**src/rtl/wb_port_arbiter.sv**
```systemverilog
// wb_port_arbiter: shares one register-file write port between the in-order
// pipeline writeback and a long-latency unit (mul/div) whose results wait in
// a small FIFO. The pipeline normally wins. A FIFO head that has waited
// STARVE_LIMIT cycles is force-granted, and the pipeline is stalled for that cycle.
// Optional feature macro: WB_ARB_BYPASS_EN. When it is defined, an LLU result
// that arrives into an empty FIFO with no live pipeline write is granted
// directly, without being enqueued.
module wb_port_arbiter #(
    parameter int DEPTH        = 2,
    parameter int STARVE_LIMIT = 4
) (
    input  logic        clk,
    input  logic        rst_n,
    input  logic        pipe_i_wen,
    input  logic [4:0]  pipe_i_rd,
    input  logic [63:0] pipe_i_data,
    input  logic        llu_i_valid,
    input  logic [4:0]  llu_i_rd,
    input  logic [63:0] llu_i_data,
    output logic        llu_o_ready,
    output logic        arb_o_stall,
    output logic        rf_o_wen,
    output logic [4:0]  rf_o_rd,
    output logic [63:0] rf_o_data
);

    localparam int              PW         = $clog2(DEPTH);
    localparam int              CW         = $clog2(DEPTH + 1);
    localparam logic [PW-1:0]   LAST_PTR   = PW'(DEPTH - 1);
    localparam logic [CW-1:0]   FULL_CNT   = CW'(DEPTH);
    localparam logic [3:0]      STARVE_MAX = 4'(STARVE_LIMIT);

    // LLU result storage; only the pointers and count carry reset
    logic [4:0]    fifo_rd_q   [DEPTH];
    logic [63:0]   fifo_data_q [DEPTH];

    logic [PW-1:0] wr_ptr_q, wr_ptr_d;
    logic [PW-1:0] rd_ptr_q, rd_ptr_d;
    logic [CW-1:0] count_q,  count_d;
    logic [3:0]    starve_q, starve_d;
    logic          rf_wen_q, rf_wen_d;
    logic [4:0]    rf_rd_q,  rf_rd_d;
    logic [63:0]   rf_data_q, rf_data_d;

    logic fifo_empty;
    logic fifo_full;
    logic pipe_live;
    logic llu_xfer;
    logic head_starved;
    logic bypass;
    logic push;
    logic pop;
    logic grant_pipe;

    assign fifo_empty   = (count_q == '0);
    assign fifo_full    = (count_q == FULL_CNT);
    // A write to x0 is architecturally a no-op, so it never competes for the port
    assign pipe_live    = pipe_i_wen && (pipe_i_rd != 5'd0);
    assign llu_xfer     = llu_i_valid && !fifo_full;
    assign head_starved = !fifo_empty && (starve_q == STARVE_MAX);

`ifdef WB_ARB_BYPASS_EN
    assign bypass = llu_xfer && fifo_empty && !pipe_live;
`else
    assign bypass = 1'b0;
`endif

    assign push        = llu_xfer && !bypass;
    // The head is granted when it is starved, or when the pipeline has nothing live
    assign pop         = head_starved || (!pipe_live && !fifo_empty);
    assign grant_pipe  = pipe_live && !head_starved;

    assign llu_o_ready = !fifo_full;
    assign arb_o_stall = head_starved && pipe_live;
    assign rf_o_wen    = rf_wen_q;
    assign rf_o_rd     = rf_rd_q;
    assign rf_o_data   = rf_data_q;

    // Next-state: grant selection, FIFO bookkeeping and starvation tracking
    always_comb begin
        wr_ptr_d  = wr_ptr_q;
        rd_ptr_d  = rd_ptr_q;
        count_d   = count_q;
        starve_d  = starve_q;
        rf_wen_d  = 1'b0;
        rf_rd_d   = rf_rd_q;
        rf_data_d = rf_data_q;

        if (pop) begin
            rf_wen_d  = (fifo_rd_q[rd_ptr_q] != 5'd0);
            rf_rd_d   = fifo_rd_q[rd_ptr_q];
            rf_data_d = fifo_data_q[rd_ptr_q];
            rd_ptr_d  = (rd_ptr_q == LAST_PTR) ? '0 : rd_ptr_q + PW'(1);
        end else if (grant_pipe) begin
            rf_wen_d  = 1'b1;
            rf_rd_d   = pipe_i_rd;
            rf_data_d = pipe_i_data;
        end else if (bypass) begin
            rf_wen_d  = (llu_i_rd != 5'd0);
            rf_rd_d   = llu_i_rd;
            rf_data_d = llu_i_data;
        end

        if (push) begin
            wr_ptr_d = (wr_ptr_q == LAST_PTR) ? '0 : wr_ptr_q + PW'(1);
        end

        if (push && !pop) begin
            count_d = count_q + CW'(1);
        end else if (pop && !push) begin
            count_d = count_q - CW'(1);
        end

        // The counter measures how long the current head has waited
        if (pop || fifo_empty) begin
            starve_d = 4'd0;
        end else if (starve_q != STARVE_MAX) begin
            starve_d = starve_q + 4'd1;
        end
    end

    // Control state and the registered write port, cleared asynchronously
    always_ff @(posedge clk or negedge rst_n) begin
        if (!rst_n) begin
            wr_ptr_q  <= '0;
            rd_ptr_q  <= '0;
            count_q   <= '0;
            starve_q  <= 4'd0;
            rf_wen_q  <= 1'b0;
            rf_rd_q   <= 5'd0;
            rf_data_q <= 64'd0;
        end else begin
            wr_ptr_q  <= wr_ptr_d;
            rd_ptr_q  <= rd_ptr_d;
            count_q   <= count_d;
            starve_q  <= starve_d;
            rf_wen_q  <= rf_wen_d;
            rf_rd_q   <= rf_rd_d;
            rf_data_q <= rf_data_d;
        end
    end

    // FIFO payload write; stale slots are harmless because count_q gates reads
    always_ff @(posedge clk) begin
        if (push && rst_n) begin
            fifo_rd_q[wr_ptr_q]   <= llu_i_rd;
            fifo_data_q[wr_ptr_q] <= llu_i_data;
        end
    end

endmodule

```
**config.mk**
```make
export PLATFORM = sky130hd
export DESIGN_NAME = wb_port_arbiter
export DESIGN_NICKNAME = d
export VERILOG_FILES = /design/src/rtl/wb_port_arbiter.sv
export SDC_FILE = /design/constraint.sdc
export NUM_CORES = 1
export LEC_CHECK = 0
export CORE_ASPECT_RATIO = 1.4
export CORE_MARGIN = 2
export CORE_UTILIZATION = 53
export DETAILED_ROUTE_END_ITERATION = 10
export HOLD_SLACK_MARGIN = 0.06
export PLACE_DENSITY = 0.85
export SYNTH_ARGS = -nofsm -noshare
export SYNTH_HDL_FRONTEND = slang
export SYNTH_SLANG_ARGS = --single-unit
```
**constraint.sdc**
```tcl
create_clock -name clk -period 11.5 [get_ports clk]
set_clock_uncertainty 0.1 [all_clocks]
set_input_delay 2.875 -clock clk [delete_from_list [all_inputs] [get_ports clk]]
set_output_delay 2.875 -clock clk [all_outputs]
set_load 0.01 [all_outputs]
```
==> metrics.md <==
| Metric | Value |
|---|---|
| Num ports | 214 |
| Wirelength per Cell | 20.72 um |
| First-pass GRT wire length | approximately 32 mm |
| DR vias | a little under 6,000 |
| TritonCTS clock tree | done |
| Clock latency on the worst-skew pair | between 0.4 and 0.5 ns |
| Max Clock Freq | 122.4 MHz |
| Fraction of layout cells with a size suffix above 1 | just over 8% |
| Core outline area | approximately 0.016 mm2 |
| Clock Pin Slew Worst Setup and Hold Paths | about 0.06 ns |
| CTS H-tree lvls | 1 |
| All-Layer GR Usage | a little under a quarter |
| Crit path setup slack, layout | approximately 3.3 ns |
| Detailed Route WL | between 20 and 25 mm |
| Pins over their slew limit | 0 |
| Worst slew pin tran | between 1 and 1.5 ns |
| Clock Root Buffer | clkbuf_16 |
| Unrepaired setup endpoints after global routing | false |
| DIE HEIGHT | around 150 um |
| Ratio of final minimum period to clock period | between 70% and 80% |
| Power share of the combinational group | about 30% |
| P_leak | 0.004374 uW |
| Pwr Density | approximately 220 mW/mm2 |
| Pre-CTS WS | 3.336 ns |
| Routability-driven placement congestion ratio | 0.8223 |
| Hold Path Sink | rf_o_data[34]$_DFFE_PN0P_ |
| Post-route DRC | 0 |
| Clk pwr share | between 20% and 30% |
| Reg-to-reg slack, setup | approximately 7.7 ns |
| Top sig layer | met4 |
| Avg Vias per Cell | about 6 |
| Final min period | 8.167 ns |
| FF-to-FF Start | count_q[1]$_DFFE_PN0P_ |
| CTS Buf Count | 21 |
| Status | finished clean |
| Crit path cell chain | clkdlybuf4s50_1 > or4_4 > o21ai_4 > buf_4 > nor2_1 > clkdlybuf4s50_1 |
| Vias in the first global route | approximately 6,100 |
| Largest net degree at the start of global routing | just over 80 |
| Synth-to-layout area growth | 33.35% |
| Post-synth top cells | edfxtp_1 (138), dfrtp_1 (78), mux2i_1 (73) |
| Hold buffer count at cts | 0 |
| Reg-to-reg endpoint | count_q[1]$_DFFE_PN0P_ |
| Final setup fails | 0 |
| Grt ovf | 0 |
| Net switching power | approximately 760 uW |
| CP startpoint kind | input pin |
| Setup bufs post-CTS | 0 |
| Sink Count | approximately 220 |
| Post-route ant nets | 0 |
| Peak supply drop | roughly 0.00017 V |
| M1 WL | 7.524 mm |
| Worst hold path type | register to register |
| PostCTS Resize Cnt | 0 |
| Setup TNS | 0 ns |
| Slowest stage delay, CP | between 0.5 and 0.6 ns |
| Sw Ratio | 30.61% |
| Area share of the largest cell type after synthesis | 48.02% |
| DIE AREA | about 0.017 mm2 |
| Rows | 55 |
| Met2 wire length | ~11 mm |
| Critical path class | input pin to output pin |
| Post-synth EDFFs | 138 |
| Met3 routed WL | 1.377 mm |
| Int Pwr | around 1700 uW |
| Post-synth top area cell | edfxtp_1 |
| Sequential Power Share | between 40 and 50% |
| Sequential area share after synthesis | just over 70% |
| Initial Util | a little over half |
| WHS Path Cells | 2 |
| DP HPWL | between 10 and 15 mm |
| Largest cells by area after synthesis | edfxtp_1 (48%), dfrtp_1 (23%), mux2i_1 (8.5%), o221ai_1 (5.8%), nand3_1 (3.9%) |
| R2R depth | 9 |
| Setup crit start | pipe_i_rd[1] |
| Register bit total from synthesis | 216 |
| Antenna diode count | 0 |
| Initial antenna violation count | 0 |
| Top delay family on crit path | buffers and inverters |
| Netlist Area Pre-Place | between 0.008 and 0.009 mm2 |
| Die X-Extent | 111.8 um |
| Number of synthesis warnings | 0 |
| Fin nets | a little over 900 |
| Hold wc startpoint | rf_o_data[34]$_DFFE_PN0P_ |
| Avg Cell Area, Syn | approximately 15 um2 |
| Ys async rst share | 36.11% |
| Max Root-Sink Buffers | 3 |
| Critical Path Fanout Max | 68 |
| Maxcap violations | 0 |
| Top-count cell post-synth | edfxtp_1 |
| Crit path capture type | output pin |
| Post-Synthesis Cells | just under 600 |
| CP max-delay cell | buf_4 |
| WP data required | around 8.5 ns |
| Data arrival time at the worst-slack endpoint | between 5 and 6 ns |
| Most common cell on crit path | clkdlybuf4s50_1 |
| CP Buf/Inv Count | 3 |
| I/O Buffers | approximately 210 |
| DR iter-0 viols | approximately 490 |
| Synth Net Count | slightly above 700 |
| Drt first pass iters | 5 |
| Synth cell types | 31 |
| Max-slew headroom | roughly 22% |
| Final Hold Violating Endpoints | 0 |
| Top FF cell, synth | edfxtp_1 |
==> worst min-delay path, stage by stage, from the launching register on <==
cell and delay, ns:
dfrtp_1 0.34, nand3_1 0.07, o221ai_1 0.07
==> metrics by stage <==
step	utilization, %	std cells	total power [uW]	hold slack [ns]	cell area [um2]
after global placement	67.72	953	1826	0.3807	10860
final	71.77	990	2497	0.4144	11510
after CTS	71.77	990	2511	0.4185	11510
after global routing	71.77	990	2602	0.4353	11510
after floorplan	-	580	1506	0.3556	8630
after detailed placement	67.72	953	1855	0.4009	10860
==> worst max-delay path by stage <==
stage	end	slack [ns]	depth (start not counted)
finish	arb_o_stall	3.33	6
detailed placement	arb_o_stall	3.34	6
global placement	arb_o_stall	3.38	6
CTS	arb_o_stall	3.32	6
floorplan	arb_o_stall	4.51	5
global route	arb_o_stall	3.21	6
==> cell type report <==
cell class                      count  area (um2)
Sequential cell                   216        6100
Fill cell                        1016        4527
Multi-Input combinational cell    311        2301
Timing Repair Buffer              220        2182
Clock buffer                       26       544.3
Tap cell                          199       249.0
Clock inverter                     11       105.1
Inverter                            7       26.28
==> state kept, by name, summed over array words and instances (netlist names) <==
| signal | cells |
|---|---|
| fifo_data_q | 128 |
| rf_o_data | 64 |
| fifo_rd_q | 10 |
| rf_o_rd | 5 |
| starve_q | 4 |
| count_q | 2 |
| rd_ptr_q | 1 |
| rf_o_wen | 1 |
| wr_ptr_q | 1 |
==> layer usage <==
metal / track usage [%] / up-vias
met3: 3.818 / 52
met2: 41.30 / 265
met1: 27.22 / 2878
met5: 0 / -
li1: - / 2624
met4: 9.700 / 0
==> cells by family after synthesis <==
group | synth area share (%)
flops | 70.64
simple gates | 8.250
mux | 8.728
compound gates | 8.076
buf+inv | 3.161
xor+xnor | 0.7105
fa+ha+maj | 0.4350
==> power groups by stage <==
stage / logic, uW / registers [uW] / clock network, uW
6_report: 737 / 1110 / 651
4_1_cts: 741 / 1110 / 663
5_1_grt: 785 / 1120 / 693
3_5_place_dp: 734 / 1120 / 0
3_3_place_gp: 714 / 1110 / 0
2_1_floorplan: 384 / 1120 / 0
==> placed cells by master (no fill, tap or decap), types with 2 or more instances in the layout <==
| cell type | n |
|---|---|
| buf_4 | 8 |
| clkbuf_1 | 5 |
| clkbuf_16 | 21 |
| clkdlybuf4s50_1 | 212 |
| clkinv_2 | 2 |
| clkinvlp_4 | 4 |
| dfrtp_1 | 77 |
| edfxtp_1 | 138 |
| ha_1 | 3 |
| inv_1 | 7 |
| inv_6 | 3 |
| mux2_2 | 2 |
| mux2i_1 | 73 |
| nand2_1 | 65 |
| nand3_1 | 68 |
| nor2_1 | 5 |
| nor2_4 | 2 |
| nor4_1 | 4 |
| nor4b_1 | 2 |
| o21ai_4 | 2 |
| o221ai_1 | 57 |
| o221ai_2 | 10 |
| xnor2_1 | 3 |
| xor2_1 | 4 |
No activity file was read; power rests on OpenSTA's default activity.
